<file path="config.mk">
export PLATFORM = sky130hd
export DESIGN_NAME = bsg_manycore_link_fanout_flat
export DESIGN_NICKNAME = d
export VERILOG_FILES = /design/src/rtl/bsg_manycore_link_fanout_if.sv /design/src/rtl/bsg_manycore_link_fanout.sv /design/src/flat_wrapper.sv
export SDC_FILE = /design/constraint.sdc
export NUM_CORES = 1
export LEC_CHECK = 0
export CAP_MARGIN = 20
export CORE_AREA = 3 3 286 288
export CTS_CLUSTER_SIZE = 28
export DETAILED_ROUTE_END_ITERATION = 10
export DIE_AREA = 0 0 289 291
export DONT_BUFFER_PORTS = 1
export PLACE_DENSITY = 0.3
export SYNTH_ARGS = -nofsm -noshare
export SYNTH_HDL_FRONTEND = slang
export SYNTH_SLANG_ARGS = --single-unit
</file>
<file path="constraint.sdc">
create_clock -name clk_i -period 3.5 [get_ports clk_i]
set_input_delay 0.525 -clock clk_i [delete_from_list [all_inputs] [get_ports clk_i]]
set_output_delay 0.525 -clock clk_i [all_outputs]
set_load 0.005 [all_outputs]
</file>
<file path="src/rtl/bsg_manycore_link_fanout_if.sv">
// bsg_manycore_link_fanout_if: core-side and per-link handshake bundle for bsg_manycore_link_fanout.
// Perf count signals exist only when BSG_MANYCORE_LINK_FANOUT_PERF_EN is defined.
interface bsg_manycore_link_fanout_if #(
    parameter int num_links_p    = 4,
    parameter int fwd_width_p    = 96,
    parameter int rev_width_p    = 40,
    parameter int y_cord_width_p = 7,
    parameter int max_credits_p  = 8
);
    localparam int iw = num_links_p > 1 ? $clog2(num_links_p) : 1;
    localparam int cw = $clog2(max_credits_p + 1);

    logic                               cfg_v_i;
    logic [iw-1:0]                      cfg_idx_i;
    logic [y_cord_width_p-1:0]          cfg_y_i;
    logic                               fwd_v_i;
    logic [fwd_width_p-1:0]             fwd_data_i;
    logic [y_cord_width_p-1:0]          fwd_y_i;
    logic                               fwd_ready_and_o;
    logic [num_links_p-1:0]             link_fwd_v_o;
    logic [num_links_p*fwd_width_p-1:0] link_fwd_data_o;
    logic [num_links_p-1:0]             link_fwd_ready_and_i;
    logic [num_links_p-1:0]             link_rev_v_i;
    logic [num_links_p*rev_width_p-1:0] link_rev_data_i;
    logic [num_links_p-1:0]             link_rev_ready_and_o;
    logic                               rev_v_o;
    logic [rev_width_p-1:0]             rev_data_o;
    logic                               rev_ready_and_i;
    logic                               route_miss_o;
    logic [num_links_p*cw-1:0]          credits_o;
`ifdef BSG_MANYCORE_LINK_FANOUT_PERF_EN
    logic [num_links_p*32-1:0]          perf_fwd_count_o;
    logic [31:0]                        perf_stall_count_o;
`endif

    modport master (
        output cfg_v_i, cfg_idx_i, cfg_y_i, fwd_v_i, fwd_data_i, fwd_y_i,
        output link_fwd_ready_and_i, link_rev_v_i, link_rev_data_i, rev_ready_and_i,
`ifdef BSG_MANYCORE_LINK_FANOUT_PERF_EN
        input  perf_fwd_count_o, perf_stall_count_o,
`endif
        input  fwd_ready_and_o, link_fwd_v_o, link_fwd_data_o, link_rev_ready_and_o,
        input  rev_v_o, rev_data_o, route_miss_o, credits_o
    );

    modport slave (
        input  cfg_v_i, cfg_idx_i, cfg_y_i, fwd_v_i, fwd_data_i, fwd_y_i,
        input  link_fwd_ready_and_i, link_rev_v_i, link_rev_data_i, rev_ready_and_i,
`ifdef BSG_MANYCORE_LINK_FANOUT_PERF_EN
        output perf_fwd_count_o, perf_stall_count_o,
`endif
        output fwd_ready_and_o, link_fwd_v_o, link_fwd_data_o, link_rev_ready_and_o,
        output rev_v_o, rev_data_o, route_miss_o, credits_o
    );
endinterface

</file>
<file path="src/rtl/bsg_manycore_link_fanout.sv">
// bsg_manycore_link_fanout: steers core requests to proc links by programmable y-coordinate with per-link
// credits, and round-robin merges link responses. Optional perf counters: BSG_MANYCORE_LINK_FANOUT_PERF_EN.
module bsg_manycore_link_fanout #(
    parameter int num_links_p    = 4,
    parameter int fwd_width_p    = 96,
    parameter int rev_width_p    = 40,
    parameter int y_cord_width_p = 7,
    parameter int max_credits_p  = 8
) (
    input logic clk_i,
    input logic reset_i,
    bsg_manycore_link_fanout_if.slave io
);
    localparam int iw = num_links_p > 1 ? $clog2(num_links_p) : 1;
    localparam int cw = $clog2(max_credits_p + 1);
    localparam logic [cw-1:0] max_cr = cw'(max_credits_p);

    logic [y_cord_width_p-1:0] tbl [num_links_p];
    logic [cw-1:0]             credit [num_links_p];
    logic [iw-1:0]             target, winner, rr_ptr;
    logic                      hit, any_rev, credit_ok, fwd_fire, can_load, grant;
    logic                      rev_v_r, route_miss_r;
    logic [rev_width_p-1:0]    rev_data_r;

    // Descending scan so the lowest matching index wins
    always_comb begin
        target = iw'(num_links_p - 1);
        hit = 1'b0;
        for (int i = num_links_p - 1; i >= 0; i--)
            if (tbl[i] == io.fwd_y_i) begin
                target = iw'(i);
                hit = 1'b1;
            end
    end

    always_comb begin
        winner = rr_ptr;
        any_rev = 1'b0;
        for (int k = num_links_p - 1; k >= 0; k--)
            if (io.link_rev_v_i[(int'(rr_ptr) + k) % num_links_p]) begin
                winner = iw'((int'(rr_ptr) + k) % num_links_p);
                any_rev = 1'b1;
            end
    end

    assign credit_ok = credit[target] != '0;
    assign fwd_fire  = io.fwd_v_i & io.fwd_ready_and_o;
    assign can_load  = ~reset_i & (~rev_v_r | io.rev_ready_and_i);
    assign grant     = can_load & any_rev;

    assign io.fwd_ready_and_o      = ~reset_i & credit_ok & io.link_fwd_ready_and_i[target];
    assign io.link_fwd_v_o         = (reset_i | ~io.fwd_v_i | ~credit_ok) ? '0 : num_links_p'(1) << target;
    assign io.link_fwd_data_o      = {num_links_p{io.fwd_data_i}};
    assign io.link_rev_ready_and_o = grant ? num_links_p'(1) << winner : '0;
    assign io.rev_v_o              = rev_v_r & ~reset_i;
    assign io.rev_data_o           = rev_data_r;
    assign io.route_miss_o         = route_miss_r;

    for (genvar g = 0; g < num_links_p; g++) begin : g_cr
        assign io.credits_o[g*cw +: cw] = credit[g];
    end

    always_ff @(posedge clk_i) begin
        if (reset_i) begin
            for (int i = 0; i < num_links_p; i++) begin
                tbl[i] <= y_cord_width_p'(i);
                credit[i] <= max_cr;
            end
            rr_ptr <= '0;
            rev_v_r <= 1'b0;
            route_miss_r <= 1'b0;
        end else begin
            if (io.cfg_v_i && int'(io.cfg_idx_i) < num_links_p)
                tbl[io.cfg_idx_i] <= io.cfg_y_i;
            if (fwd_fire && !hit)
                route_miss_r <= 1'b1;
            // A return and a send on the same link in one cycle cancel out
            for (int i = 0; i < num_links_p; i++) begin
                if ((grant && winner == iw'(i)) && !(fwd_fire && target == iw'(i)))
                    credit[i] <= (credit[i] == max_cr) ? max_cr : credit[i] + 1'b1;
                else if (!(grant && winner == iw'(i)) && (fwd_fire && target == iw'(i)))
                    credit[i] <= credit[i] - 1'b1;
            end
            if (can_load) begin
                rev_v_r <= any_rev;
                if (any_rev) begin
                    rev_data_r <= io.link_rev_data_i[winner*rev_width_p +: rev_width_p];
                    rr_ptr <= (winner == iw'(num_links_p - 1)) ? '0 : winner + 1'b1;
                end
            end
        end
    end

`ifdef BSG_MANYCORE_LINK_FANOUT_PERF_EN
    logic [31:0] fwd_cnt [num_links_p];
    logic [31:0] stall_cnt;

    always_ff @(posedge clk_i) begin
        if (reset_i) begin
            for (int i = 0; i < num_links_p; i++)
                fwd_cnt[i] <= '0;
            stall_cnt <= '0;
        end else begin
            if (fwd_fire)
                fwd_cnt[target] <= fwd_cnt[target] + 1'b1;
            if (io.fwd_v_i && !io.fwd_ready_and_o && !credit_ok)
                stall_cnt <= stall_cnt + 1'b1;
        end
    end

    for (genvar g = 0; g < num_links_p; g++) begin : g_perf
        assign io.perf_fwd_count_o[g*32 +: 32] = fwd_cnt[g];
    end
    assign io.perf_stall_count_o = stall_cnt;
`endif
endmodule
</file>
<file path="src/flat_wrapper.sv">
// flat-port wrapper written by rule: the top's interface ports become plain ports
module bsg_manycore_link_fanout_flat 
#(
    parameter int num_links_p    = 4,
    parameter int fwd_width_p    = 96,
    parameter int rev_width_p    = 40,
    parameter int y_cord_width_p = 7,
    parameter int max_credits_p  = 8
)
  (clk_i, reset_i, io_cfg_v_i, io_cfg_idx_i, io_cfg_y_i, io_fwd_v_i, io_fwd_data_i, io_fwd_y_i, io_link_fwd_ready_and_i, io_link_rev_v_i, io_link_rev_data_i, io_rev_ready_and_i, io_fwd_ready_and_o, io_link_fwd_v_o, io_link_fwd_data_o, io_link_rev_ready_and_o, io_rev_v_o, io_rev_data_o, io_route_miss_o, io_credits_o);
  bsg_manycore_link_fanout_if #(.num_links_p(num_links_p), .fwd_width_p(fwd_width_p), .rev_width_p(rev_width_p), .y_cord_width_p(y_cord_width_p), .max_credits_p(max_credits_p)) io_i ();
  input logic clk_i;
  input logic reset_i;
  input wire logic [$bits(io_i.cfg_v_i)-1:0] io_cfg_v_i;
  input wire logic [$bits(io_i.cfg_idx_i)-1:0] io_cfg_idx_i;
  input wire logic [$bits(io_i.cfg_y_i)-1:0] io_cfg_y_i;
  input wire logic [$bits(io_i.fwd_v_i)-1:0] io_fwd_v_i;
  input wire logic [$bits(io_i.fwd_data_i)-1:0] io_fwd_data_i;
  input wire logic [$bits(io_i.fwd_y_i)-1:0] io_fwd_y_i;
  input wire logic [$bits(io_i.link_fwd_ready_and_i)-1:0] io_link_fwd_ready_and_i;
  input wire logic [$bits(io_i.link_rev_v_i)-1:0] io_link_rev_v_i;
  input wire logic [$bits(io_i.link_rev_data_i)-1:0] io_link_rev_data_i;
  input wire logic [$bits(io_i.rev_ready_and_i)-1:0] io_rev_ready_and_i;
  output wire logic [$bits(io_i.fwd_ready_and_o)-1:0] io_fwd_ready_and_o;
  output wire logic [$bits(io_i.link_fwd_v_o)-1:0] io_link_fwd_v_o;
  output wire logic [$bits(io_i.link_fwd_data_o)-1:0] io_link_fwd_data_o;
  output wire logic [$bits(io_i.link_rev_ready_and_o)-1:0] io_link_rev_ready_and_o;
  output wire logic [$bits(io_i.rev_v_o)-1:0] io_rev_v_o;
  output wire logic [$bits(io_i.rev_data_o)-1:0] io_rev_data_o;
  output wire logic [$bits(io_i.route_miss_o)-1:0] io_route_miss_o;
  output wire logic [$bits(io_i.credits_o)-1:0] io_credits_o;
  assign io_i.cfg_v_i = io_cfg_v_i;
  assign io_i.cfg_idx_i = io_cfg_idx_i;
  assign io_i.cfg_y_i = io_cfg_y_i;
  assign io_i.fwd_v_i = io_fwd_v_i;
  assign io_i.fwd_data_i = io_fwd_data_i;
  assign io_i.fwd_y_i = io_fwd_y_i;
  assign io_i.link_fwd_ready_and_i = io_link_fwd_ready_and_i;
  assign io_i.link_rev_v_i = io_link_rev_v_i;
  assign io_i.link_rev_data_i = io_link_rev_data_i;
  assign io_i.rev_ready_and_i = io_rev_ready_and_i;
  assign io_fwd_ready_and_o = io_i.fwd_ready_and_o;
  assign io_link_fwd_v_o = io_i.link_fwd_v_o;
  assign io_link_fwd_data_o = io_i.link_fwd_data_o;
  assign io_link_rev_ready_and_o = io_i.link_rev_ready_and_o;
  assign io_rev_v_o = io_i.rev_v_o;
  assign io_rev_data_o = io_i.rev_data_o;
  assign io_route_miss_o = io_i.route_miss_o;
  assign io_credits_o = io_i.credits_o;
  bsg_manycore_link_fanout #(.num_links_p(num_links_p), .fwd_width_p(fwd_width_p), .rev_width_p(rev_width_p), .y_cord_width_p(y_cord_width_p), .max_credits_p(max_credits_p)) u_core (.clk_i(clk_i), .reset_i(reset_i), .io(io_i));
endmodule
</file>
==> flow_summary.yaml <==
outcome:
  status: "completed"
yosys:
  yosysWarnings: 0
  ys_seq_area_frac: 0.307
  ys.flop_type: "edfxtp_1"
  avgSynthCellArea_um2: 8.45
  syn_nets: 1303
  synth_edf_count: 84
  syn-cell-area_mm2: 0.00847
  synthCells: 1003
  yosysUniqueCellTypes: 67
  synthArstFlopShare: 0
  ys_seq_elements: 88
cts:
  cts-root-buf: "clkbuf_16"
  clock_path_buffers: 2
  cts_hold_buf: 0
  cts_tree: "done"
  cts-resized-gates: 0
  cts_made_buffers: 9
  clock_latency_ns: 0.38
  path_clk_slew_ns: 0.09
  ctsHtreeMaxLevel: 3
  post_cts_buffers: 0
  clock-sinks: 88
layout:
  final_core_util: 0.0915
  drive_gt1_frac: 0.0886
  layout_common_cells: "183 x nand2_1, 84 x edfxtp_1, 46 x and3_1"
  syn2layout_area_growth_pct: -14.6
  n_antenna_cell: 0
  fin_area_mm2: 0.00724
  mostFrequentLayoutCell: "nand2_1"
  nets: 916
timing:
  worst_slew_pin_slew_ns: 0.742
  slew_headroom: 0.501
  max_freq_mhz: 334
  finalSetupViolations: 0
  worst_clock_skew_ns: 0.0181
  rsz0062_at_grt: "false"
  min_period_over_period: 0.855
  final_hold_viol_count: 0
  layout_min_cycle_time_ns: 2.99
  slew_violations: 0
  fin_tns_setup_ns: 0
pwr:
  p_per_area_mw_per_mm2: 522
  p_total_mw: 3.78
  combinationalPowerShare: 0.301
  internal_power_mw: 2.34
  p_leak_nw: 2.42
  power.share.sequential: 0.410
  peakVddDrop_v: 0.000171
  switching_share: 0.379
  p_switching_mw: 1.43
  pwr-share-clk: 0.289
critical_path:
  startpoint: "u_core.tbl[1][5]"
  path_class: "register to primary output"
  crit_slowest_cell: "nor4_1"
  cp_max_fo: 4
  arrival_ns: 2.47
  cp-end-kind: "primary output"
  slowest_delay_ns: 0.67
  worstReg2RegStart: "u_core.rr_ptr[1]"
  setup.worst_path.start_class: "register"
  crit_required_ns: 2.97
  crit_chain: "xor2_1 -> nor4_1 -> and4_1 -> nor2_1 -> o21a_1 -> nor3_1"
worst_hold_path:
  hp-start: "reset_i"
  worstHoldPathType: "input port to register"
route:
  drt_first_iter_violations: 432
  wirelength_um: 37300
  via_per_inst: 3.06
  first_pass_iters: 5
  wl_per_cell_um: 22.3
  via_count: 5120
  drc: 0
  postRouteAntennaNets: 0
global_routing:
  grt_pass1_vias: 5105
  grt_max_degree: 48
  grt_usage: 0.0842
  grt_pass1_wl_um: 48000
  overflow: 0
  antenna_found_initial: 1
die:
  die_w_um: 289
  ios: 736
  core_mm2: 0.0791
  initial_core_util: 0.107
  fp.dieH_um: 291
  die_area_mm2: 0.0841
  placementRows: 103
placed_design:
  portBuffers: 0
  dpl-instance-area_mm2: 0.00693
  hpwl_um: 31700
  gp_congestion: 0.767
run:
  maxCapViolCount: 0
[synthesized netlist by cell type, types with 3 or more instances]
master	number	area [um2]
nor4_1	3	18.8
or3_1	4	25.0
nand3_1	8	40.0
buf_1	5	18.8
nand2b_1	9	56.3
inv_1	17	63.8
nand2_1	183	687
edfxtp_1	84	2520
nor2_1	13	48.8
ha_1	15	188
nand4_1	5	31.3
dfxtp_1	4	80.1
and3_1	46	288
buf_4	384	2880
a31oi_1	40	250
and2_1	27	169
xnor2_1	3	26.3
clkbuf_1	22	82.6
nor2b_1	10	62.6
buf_2	3	15.0
o21ai_0	13	65.1
a21oi_1	12	60.1
or2_2	3	18.8
xor2_1	25	219
nand3b_1	4	30.0
nor3_1	9	45.0
[sequential cells by signal (all words and copies together), names as in the netlist]
| name | flops |
|---|---|
| u_core.rev_v_r | 1 |
| u_core.rr_ptr | 2 |
| u_core.credit | 16 |
| u_core.io.route_miss_o | 1 |
| u_core.tbl | 28 |
| u_core.io.rev_data_o | 40 |
[kinds of logic after synthesis]
logic type	count (synthesis)	share of synthesized area
buffers and inverters	433	0.363
AND/OR/NAND/NOR	339	0.198
AO/OA/AOI/OAI	97	0.0769
flip-flops	88	0.307
XOR/XNOR	28	0.0289
adder cells (fa/ha/maj)	15	0.0221
multiplexers	3	0.00413
[area by class of cell]
| type | instances | area, um2 |
|---|---|---|
| clock buffers | 9 | 225 |
| well taps | 1050 | 1310 |
| clock inverters | 7 | 86.3 |
| fillers | 9208 | 71900 |
| inverters | 18 | 67.6 |
| multi-input cells | 482 | 2820 |
| flip-flops and latches | 88 | 2600 |
| repair buffers | 17 | 128 |
[through the flow]
stage          hold WS, ns  setup slack, ns  std cells
2_1_floorplan        0.460            0.418       1003
3_3_place_gp         0.509            0.718       1655
3_5_place_dp         0.519            0.690       1655
4_1_cts              0.169            0.427       1671
5_1_grt              0.185            0.348       1671
6_report             0.218            0.508       1671
[critical path: cells and delay by family (launching register included)]
family / cells / cell delay, ns
AOI/OAI and AO/OA: 1 / 0.10
xor gates and xnor gates: 1 / 0.17
DFF: 1 / 0.38
and+or+nand+nor: 4 / 1.44
[power by group through the flow]
stage / registers [mW] / logic, mW / clock network, mW
2_1_floorplan: 1.49 / 1.12 / 0
3_3_place_gp: 1.59 / 1.17 / 0
3_5_place_dp: 1.58 / 1.17 / 0
4_1_cts: 1.56 / 1.18 / 1.16
5_1_grt: 1.57 / 1.29 / 1.19
6_report: 1.55 / 1.14 / 1.09
[per-layer routing]
metal / share of wire / track usage / vias up / wire [um]
met5: 0 / 0 / - / 0
li1: - / - / 2187 / -
met4: 0.027 / 0.0283 / 0 / 1020
met1: 0.28 / 0.0682 / 2307 / 10400
met2: 0.51 / 0.150 / 547 / 19200
met3: 0.18 / 0.0686 / 79 / 6770
[worst paths after layout]
check	end	slack [ns]	cells after the start
max	io_fwd_ready_and_o	0.51	6
min	u_core.io.route_miss_o	0.22	1
min reg2reg	u_core.io.route_miss_o	0.53	2
max reg2reg	u_core.credit[2][3]	0.87	7
(Power assumes the default switching activity.)
